File: config.mk
export PLATFORM = sky130hd
export DESIGN_NAME = ins_loader
export DESIGN_NICKNAME = d
export VERILOG_FILES = /design/src/rtl/ins_loader.sv
export SDC_FILE = /design/constraint.sdc
export NUM_CORES = 1
export LEC_CHECK = 0
export CORE_UTILIZATION = 54
export DETAILED_ROUTE_END_ITERATION = 7
export PLACE_DENSITY = 0.79
export SLEW_MARGIN = 20
export SYNTH_ARGS = -nofsm -noshare
export SYNTH_HDL_FRONTEND = slang
export SYNTH_SLANG_ARGS = --single-unit
File: constraint.sdc
create_clock -name CLK -period 3.2 [get_ports CLK]
set_input_delay 0.48 -clock CLK [delete_from_list [all_inputs] [get_ports CLK]]
set_output_delay 0.48 -clock CLK [all_outputs]
set_load 0.05 [all_outputs]
File: src/rtl/ins_loader.sv
// ins_loader: streams a length-prefixed program into instruction memory while holding the core in reset.
// Optional trailing XOR checksum of header and payload enabled by INS_LOADER_CHECKSUM_EN.
module ins_loader #(
   parameter int MAX_WORDS = 256
) (
   input  logic        CLK,
   input  logic        RST,
   input  logic        START,
   input  logic [7:0]  BYTE_IN,
   input  logic        BYTE_VALID,
   output logic        BYTE_READY,
   output logic [31:0] W_Ins,
   output logic        WE,
   output logic [15:0] W_Addr,
   output logic        CORE_RST,
   output logic        DONE,
   output logic        ERR
);
`ifdef INS_LOADER_CHECKSUM_EN
   typedef enum logic [2:0] {IDLE, HDR_HI, HDR_LO, DATA, WRITE, CSUM, FIN, FAIL} state_t;
`else
   typedef enum logic [2:0] {IDLE, HDR_HI, HDR_LO, DATA, WRITE, FIN, FAIL} state_t;
`endif
   localparam logic [16:0] MAX_N = 17'(MAX_WORDS);
   state_t      state_q, state_d;
   logic [15:0] n_q, n_d, addr_q, addr_d, n_hdr;
   logic [1:0]  bcnt_q, bcnt_d;
   logic [23:0] sh_q, sh_d;
   logic [31:0] ins_q, ins_d;
   logic        acc;
`ifdef INS_LOADER_CHECKSUM_EN
   logic [7:0]  csum_q, csum_d;
   assign BYTE_READY = state_q inside {HDR_HI, HDR_LO, DATA, CSUM};
`else
   assign BYTE_READY = state_q inside {HDR_HI, HDR_LO, DATA};
`endif
   assign WE       = state_q == WRITE;
   assign W_Ins    = ins_q;
   assign W_Addr   = addr_q;
   assign CORE_RST = state_q != FIN;
   assign DONE     = state_q == FIN;
   assign ERR      = state_q == FAIL;
   always_comb begin
      state_d = state_q;
      n_d     = n_q;
      addr_d  = addr_q;
      bcnt_d  = bcnt_q;
      sh_d    = sh_q;
      ins_d   = ins_q;
      n_hdr   = {n_q[15:8], BYTE_IN};
      acc     = BYTE_VALID && BYTE_READY;
`ifdef INS_LOADER_CHECKSUM_EN
      csum_d  = (acc && state_q != CSUM) ? csum_q ^ BYTE_IN : csum_q;
`endif
      case (state_q)
         IDLE, FIN, FAIL: if (START) begin
            state_d = HDR_HI;
            n_d     = '0;
            addr_d  = '0;
            bcnt_d  = '0;
`ifdef INS_LOADER_CHECKSUM_EN
            csum_d  = '0;
`endif
         end
         HDR_HI: if (acc) begin
            n_d     = {BYTE_IN, 8'h00};
            state_d = HDR_LO;
         end
         HDR_LO: if (acc) begin
            n_d     = n_hdr;
            state_d = (n_hdr == 16'd0 || {1'b0, n_hdr} > MAX_N) ? FAIL : DATA;
         end
         DATA: if (acc) begin
            sh_d   = {sh_q[15:0], BYTE_IN};
            bcnt_d = bcnt_q + 2'd1;
            if (bcnt_q == 2'd3) begin
               ins_d   = {sh_q, BYTE_IN};
               state_d = WRITE;
            end
         end
         WRITE: begin
            addr_d = addr_q + 16'd1;
`ifdef INS_LOADER_CHECKSUM_EN
            state_d = (addr_d < n_q) ? DATA : CSUM;
`else
            state_d = (addr_d < n_q) ? DATA : FIN;
`endif
         end
`ifdef INS_LOADER_CHECKSUM_EN
         CSUM: if (acc) state_d = (BYTE_IN == csum_q) ? FIN : FAIL;
`endif
         default: state_d = IDLE;
      endcase
   end
   always_ff @(posedge CLK or negedge RST) begin
      if (!RST) begin
         state_q <= IDLE;
         n_q     <= '0;
         addr_q  <= '0;
         bcnt_q  <= '0;
         sh_q    <= '0;
         ins_q   <= '0;
`ifdef INS_LOADER_CHECKSUM_EN
         csum_q  <= '0;
`endif
      end else begin
         state_q <= state_d;
         n_q     <= n_d;
         addr_q  <= addr_d;
         bcnt_q  <= bcnt_d;
         sh_q    <= sh_d;
         ins_q   <= ins_d;
`ifdef INS_LOADER_CHECKSUM_EN
         csum_q  <= csum_d;
`endif
      end
   end
endmodule

==> run_results.csv, run 1 <==
group,metric,value,unit
detailed_routing,drc,0,
global_route,pin_count_of_the_biggest_net_entering_global_routing,51,
setup_path,crit_path_start_kind,"flip-flop",
floorplan,die_w,93.2,um
sta,worst_slew_pin_slew,0.625,ns
setup_path,path_cells,"nand3_1 -> nor4b_4 -> and3_1 -> xor2_1 -> ha_1 -> and4_1 -> a221oi_1 -> o21a_1 -> o221ai_1",
layout,final_layout_size_suffix_gt1_share,18.6,%
layout,finalNetCount,492,
sta,max-slew-margin-rel,58.4,%
setup_path,timing.reg2reg.worst_path_depth,9,
floorplan,floorplan.die.height,93.2,um
setup_path,setup.reg_to_reg.worst_slack,0.43,ns
power,power.leakage,2.53,nW
setup_path,maximum_fanout_along_the_worst_path,7,
power,power.density,833,nW/um^2
sta,finalHoldViolCount,0,
placement,portBuffers,64,
floorplan,fp_rows,32,
setup_path,critical_path_buf_inv_count,0,
outcome,run_status,"finished, final reports clean",
detailed_routing,drt.antenna.violating_nets,0,
yosys,synth_area,4490,um^2
setup_path,cp.arrival,3.00,ns
setup_path,critical_path_required,3.43,ns
clock_tree,cts_sinks,93,
layout,stdcell_area,5450,um^2
detailed_routing,first_iter_violations,125,
detailed_routing,route.vias.total,3246,
setup_path,max_stage_delay,0.49,ns
global_route,global_route.usage.total,23.8,%
global_route,grt_antenna_before_repair,0,
clock_tree,insertion_delay,0.36,ns
placement,placedInstanceArea,5260,um^2
yosys,number_of_enable_flip_flop_cells_after_synthesis,0,
global_route,grt_first_pass_wirelength,16.0,mm
sta,min_period,2.77,ns
clock_tree,cts_tree,"yes",
clock_tree,htree_num_levels,3,
power,ir_drop,0.625,mV
layout,stdcell_count,569,
sta,final_max_slew_viol_count,0,
yosys,synth-async-reset-ratio,100,%
detailed_routing,wire_per_inst,16.5,um
detailed_routing,via_per_inst,5.70,
setup_path,critPathTopFamily,"simple AND/OR/NAND/NOR gates",
min_path,min_path_type,"input pin to asynchronous set/reset pin",
global_route,first_global_vias,3345,
yosys,synth_cell_types,47,
floorplan,floorplan.initialDensity,56.9,%
clock_tree,cts_made_buffers,9,
yosys,synth_top_area_share,51.8,%
yosys,mappedNetlistNets,423,
floorplan,core-area,7890,um^2
setup_path,rr_startpoint,"W_Addr[2]",
yosys,synthFlopType,"dfrtp_1",
clock_tree,post_cts_resize_count,0,
floorplan,pin_count,65,
sta,clock_skew,0.0131,ns
clock_tree,cts-hold-fix-buffers,0,
global_route,grt_overflow_total,0,
detailed_routing,drt_total_wl,9.39,mm
yosys,synth-warning-count,0,
yosys,synth_area_leader_cell,"dfrtp_1",
placement,place.detailed.hpwl,6.74,mm
yosys,post_synth_main_area_contributors,"dfrtp_1 (52%), mux2_2 (15%), ha_1 (4.7%), nand2_1 (3.7%), o21ai_0 (2.3%)",
flow_run,cap_violations,0,
power,total_power,4.54,mW
setup_path,regToRegEndpoint,"state_q[2]",
clock_tree,clk_pin_slew_worst_paths,0.09,ns
clock_tree,number_of_setup_buffers_added_after_cts,0,
floorplan,die_area,8680,um^2
sta,share_of_the_clock_period_used_by_the_worst_path,86.6,%
yosys,netlist_instances,394,
layout,synth_to_final_area_change,21.4,%
sta,grt_setup_unrepaired,"no",
clock_tree,clk_root_buffer_cell,"clkbuf_8",
setup_path,worst_setup_path_category,"flip-flop to flip-flop",
setup_path,end_kind,"flip-flop",
setup_path,crit_path_top_delay_cell,"nor4b_4",
yosys,synth_sequential_area_ratio,51.8,%
placement,placed_cells_incl_taps,554,
yosys,synth-seq-cells,93,
layout,n_antenna_cell,0,
placement,global_placer_s_final_weighted_congestion,0.851,
layout,layout.core_utilization,69.1,%
detailed_routing,drt-pass1-iter-count,4,
sta,clock.fmax,361,MHz
sta,finalSetupViolations,0,
yosys,syn_area_per_cell,11.4,um^2
sta,setup_total_negative_slack,0,ns
clock_tree,clock_path_buffers,2,
cell usage in the layout (no fill, tap or decap), types with 3 or more instances in the layout:
cell	synthesis	final
a21oi_1	12	12
nand3_1	9	9
ha_1	17	17
clkdlybuf4s50_1	0	63
o21ai_0	21	21
o21ai_1	5	5
dfrtp_1	93	93
a31oi_1	3	3
a22o_1	7	7
and4_1	5	5
xor2_1	6	6
and3_1	6	6
clkbuf_8	0	9
and2_1	3	3
mux2_2	58	58
buf_4	1	11
nand2_1	44	44
xnor2_1	8	8
inv_1	20	20
o31ai_1	4	4
mux2i_1	8	8
nand2b_1	4	4
nor2_1	15	15
nand4_1	4	4
per-layer routing:
layer	wire (um)	global-route usage, %	up-vias	share of wire, %
li1	-	-	1538	-
met1	4000	30.2	1629	43
met2	4880	41.1	65	52
met3	351	4.07	14	3.7
met4	160	8.46	0	1.7
met5	0	0	-	0
stage by stage:
stage / hold WS, ns / worst slack, ns
3_5_place_dp: 0.474 / 0.453
5_1_grt: 0.168 / 0.227
4_1_cts: 0.152 / 0.435
3_3_place_gp: 0.465 / 0.580
2_1_floorplan: 0.184 / 0.328
6_report: 0.124 / 0.428
report_power, final:
group | leakage [nW] | internal, mW | total, mW | switching, mW
clock network | 0.0976 | 0.365 | 0.786 | 0.421
registers | 1.24 | 1.53 | 1.80 | 0.262
logic | 1.20 | 0.815 | 1.95 | 1.14
flip-flops by register name (all words and copies together), names as in the netlist:
| name | cells |
|---|---|
| W_Addr | 16 |
| W_Ins | 32 |
| bcnt_q | 2 |
| n_q | 16 |
| sh_q | 24 |
| state_q | 3 |
cells by family after synthesis:
group / synth area share, %
and+or+nand+nor: 11.5
buffers and inverters: 3.34
DFF: 51.8
AOI/OAI and AO/OA: 9.28
xor gates and xnor gates: 2.73
adders and majority gates: 4.74
muxes: 16.6
cell usage after synthesis, types with 2 or more instances:
| cell | n |
|---|---|
| o21bai_1 | 2 |
| and2_1 | 3 |
| nand3_1 | 9 |
| inv_1 | 20 |
| o21ai_0 | 21 |
| nor3_1 | 2 |
| ha_1 | 17 |
| and4_1 | 5 |
| a21oi_1 | 12 |
| buf_2 | 9 |
| xor2_1 | 6 |
| buf_1 | 2 |
| nor4_1 | 2 |
| o21ai_1 | 5 |
| a22o_1 | 7 |
| nand2_1 | 44 |
| mux2_2 | 58 |
| and3_1 | 6 |
| clkbuf_1 | 4 |
| mux2i_1 | 8 |
| a31oi_1 | 3 |
| nand2b_1 | 4 |
| nand4_1 | 4 |
| nor2_1 | 15 |
| dfrtp_1 | 93 |
| o31ai_1 | 4 |
| xnor2_1 | 8 |
| or4_1 | 2 |
worst max-delay path by stage:
stage,startpoint,to,slack (ns),cells after the start
floorplan,W_Addr[2],state_q[2],0.33,9
global placement,W_Addr[2],state_q[2],0.58,9
detailed placement,W_Addr[2],state_q[2],0.45,9
CTS,W_Addr[2],state_q[2],0.43,9
global route,W_Addr[2],state_q[2],0.23,9
finish,W_Addr[2],state_q[2],0.43,9
cell type report:
cell class / count / area (um^2)
Clock buffer: 9 / 124
Clock inverter: 6 / 71.3
Fill cell: 576 / 2440
Inverter: 20 / 75.1
Multi-Input combinational cell: 265 / 2010
Sequential cell: 93 / 2330
Tap cell: 102 / 128
Timing Repair Buffer: 74 / 713
(Power assumes the default switching activity.)
==> run 2, diff against run 1 <==
--- a/config.mk
+++ b/config.mk
@@ -5,6 +5,7 @@
 export SDC_FILE = /design/constraint.sdc
 export NUM_CORES = 1
 export LEC_CHECK = 0
+export CORE_MARGIN = 4
 export CORE_UTILIZATION = 54
 export DETAILED_ROUTE_END_ITERATION = 7
 export PLACE_DENSITY = 0.79
==> run_results.csv, run 2 (synthesized netlist as in run 1, its figures left out) <==
group,metric,value,unit
layout,layout_common_cells,"dfrtp_1 (93), clkdlybuf4s50_1 (63), mux2_2 (58), nand2_1 (44), o21ai_0 (21)",
setup_path,maximum_fanout_along_the_worst_path,7,
clock_tree,insertion_delay,0.36,ns
power,power.leakage,2.54,nW
clock_tree,clk_pin_slew_worst_paths,0.10,ns
floorplan,die_w,99.2,um
detailed_routing,route.vias.total,3162,
clock_tree,htree_num_levels,3,
detailed_routing,drc,0,
sta,finalHoldViolCount,0,
setup_path,regToRegEndpoint,"state_q[2]",
power,power.density,839,nW/um^2
setup_path,worst_setup_path_category,"flip-flop to flip-flop",
setup_path,crit_path_start_kind,"flip-flop",
clock_tree,clk_root_buffer_cell,"clkbuf_8",
layout,n_antenna_cell,0,
detailed_routing,first_iter_violations,144,
layout,final_layout_size_suffix_gt1_share,18.6,%
clock_tree,number_of_setup_buffers_added_after_cts,0,
setup_path,critical_path_required,3.43,ns
detailed_routing,drt_total_wl,9.60,mm
clock_tree,cts-hold-fix-buffers,0,
placement,place.detailed.hpwl,6.88,mm
sta,max-slew-margin-rel,46.2,%
setup_path,rr_startpoint,"W_Addr[2]",
sta,share_of_the_clock_period_used_by_the_worst_path,89.8,%
floorplan,floorplan.die.height,99.2,um
placement,portBuffers,64,
global_route,first_global_vias,3336,
detailed_routing,wire_per_inst,16.9,um
global_route,pin_count_of_the_biggest_net_entering_global_routing,65,
setup_path,setup.reg_to_reg.worst_slack,0.33,ns
layout,finalNetCount,491,
floorplan,core-area,7890,um^2
sta,setup_total_negative_slack,0,ns
detailed_routing,drt-pass1-iter-count,4,
placement,placedInstanceArea,5250,um^2
clock_tree,post_cts_resize_count,0,
clock_tree,clock_path_buffers,2,
global_route,global_route.usage.total,20.6,%
power,ir_drop,0.591,mV
sta,worst_slew_pin_slew,0.806,ns
sta,min_period,2.87,ns
global_route,grt_overflow_total,0,
layout,synth_to_final_area_change,21.7,%
detailed_routing,drt.antenna.violating_nets,0,
sta,clock.fmax,348,MHz
sta,grt_setup_unrepaired,"no",
global_route,grt_first_pass_wirelength,16.2,mm
flow_run,cap_violations,0,
clock_tree,cts_tree,"yes",
setup_path,end_kind,"flip-flop",
layout,stdcell_area,5460,um^2
clock_tree,cts_sinks,93,
sta,finalSetupViolations,0,
global_route,grt_antenna_before_repair,0,
floorplan,fp_rows,32,
layout,most_frequent_standard_cell_in_the_layout_excluding_fill_and_tap_cells,"dfrtp_1",
sta,final_max_slew_viol_count,0,
floorplan,die_area,9840,um^2
clock_tree,cts_made_buffers,9,
floorplan,pin_count,65,
setup_path,cp.arrival,3.10,ns
min_path,min_path_type,"input pin to asynchronous set/reset pin",
sta,clock_skew,0.0127,ns
floorplan,floorplan.initialDensity,56.9,%
detailed_routing,via_per_inst,5.56,
placement,global_placer_s_final_weighted_congestion,0.869,
outcome,run_status,"finished, final reports clean",
layout,largest_register_ff_count,32,
setup_path,timing.reg2reg.worst_path_depth,9,
run 2: changes by cell type in the layout (fill, tap and decap cells not counted):
cell / before / now
buf_4: 11 / 10
clkinv_2: 1 / 0
clkinv_4: 1 / 2
clkinv_8: 0 / 1
clkinvlp_4: 1 / 0
inv_6: 1 / 2
run 2: cell type report:
class                   count  area [um^2]
fillers                   594         2420
clock buffers               9          124
inverters                  20         75.1
repair buffers             73          706
clock inverters             7         92.6
well taps                 102          128
flip-flops and latches     93         2330
multi-input cells         265         2010
run 2: worst max-delay path, stage by stage (launching register included):
cell      delay (ns)
dfrtp_1         0.48
nand3_1         0.21
nor4b_4         0.50
nand3_1         0.23
xnor2_1         0.24
ha_1            0.28
and4_1          0.22
a221oi_1        0.27
o21a_1          0.19
o221ai_1        0.13
run 2: power breakdown:
part	switching [mW]	leakage (nW)	total (mW)	internal [mW]
clock network	0.452	0.109	0.833	0.381
logic	1.13	1.19	1.94	0.808
registers	0.275	1.24	1.81	1.53
total	1.86	2.54	4.58	2.72
run 2: stage by stage:
step	setup slack [ns]	instances	util, %	hold WS, ns	total power [mW]
final	0.328	569	69.3	0.192	4.58
after detailed placement	0.452	553	66.5	0.479	3.78
after CTS	0.335	569	69.3	0.217	4.62
after global placement	0.565	553	66.5	0.468	3.69
after global routing	0.159	569	69.3	0.255	4.87
after floorplan	0.328	394	-	0.184	3.19
run 2: worst max-delay path by stage:
stage,to,cells past startpoint,slack (ns),startpoint
after detailed placement,state_q[2],9,0.45,W_Addr[2]
after global routing,state_q[2],9,0.16,W_Addr[2]
after global placement,state_q[2],9,0.57,W_Addr[2]
after CTS,state_q[2],9,0.33,W_Addr[2]
final,state_q[2],9,0.33,W_Addr[2]
after floorplan,state_q[2],9,0.33,W_Addr[2]
run 2: per-layer routing:
| layer | wire length [um] | part of all wire, % | up-vias | global-route usage (%) |
|---|---|---|---|---|
| met3 | 396 | 4.1 | 14 | 3.79 |
| met4 | 151 | 1.6 | 0 | 7.35 |
| met2 | 4870 | 51 | 74 | 34.7 |
| met1 | 4190 | 44 | 1545 | 26.7 |
| met5 | 0 | 0 | - | 0 |
| li1 | - | - | 1529 | - |
==> run 3, diff against run 2 <==
--- a/config.mk
+++ b/config.mk
@@ -7,6 +7,7 @@
 export LEC_CHECK = 0
 export CORE_MARGIN = 4
 export CORE_UTILIZATION = 54
+export CTS_CLUSTER_DIAMETER = 30
 export DETAILED_ROUTE_END_ITERATION = 7
 export PLACE_DENSITY = 0.79
 export SLEW_MARGIN = 20
==> results of run 3 <==
No change in the layout: final DEF, timing and power equal those of run 2.
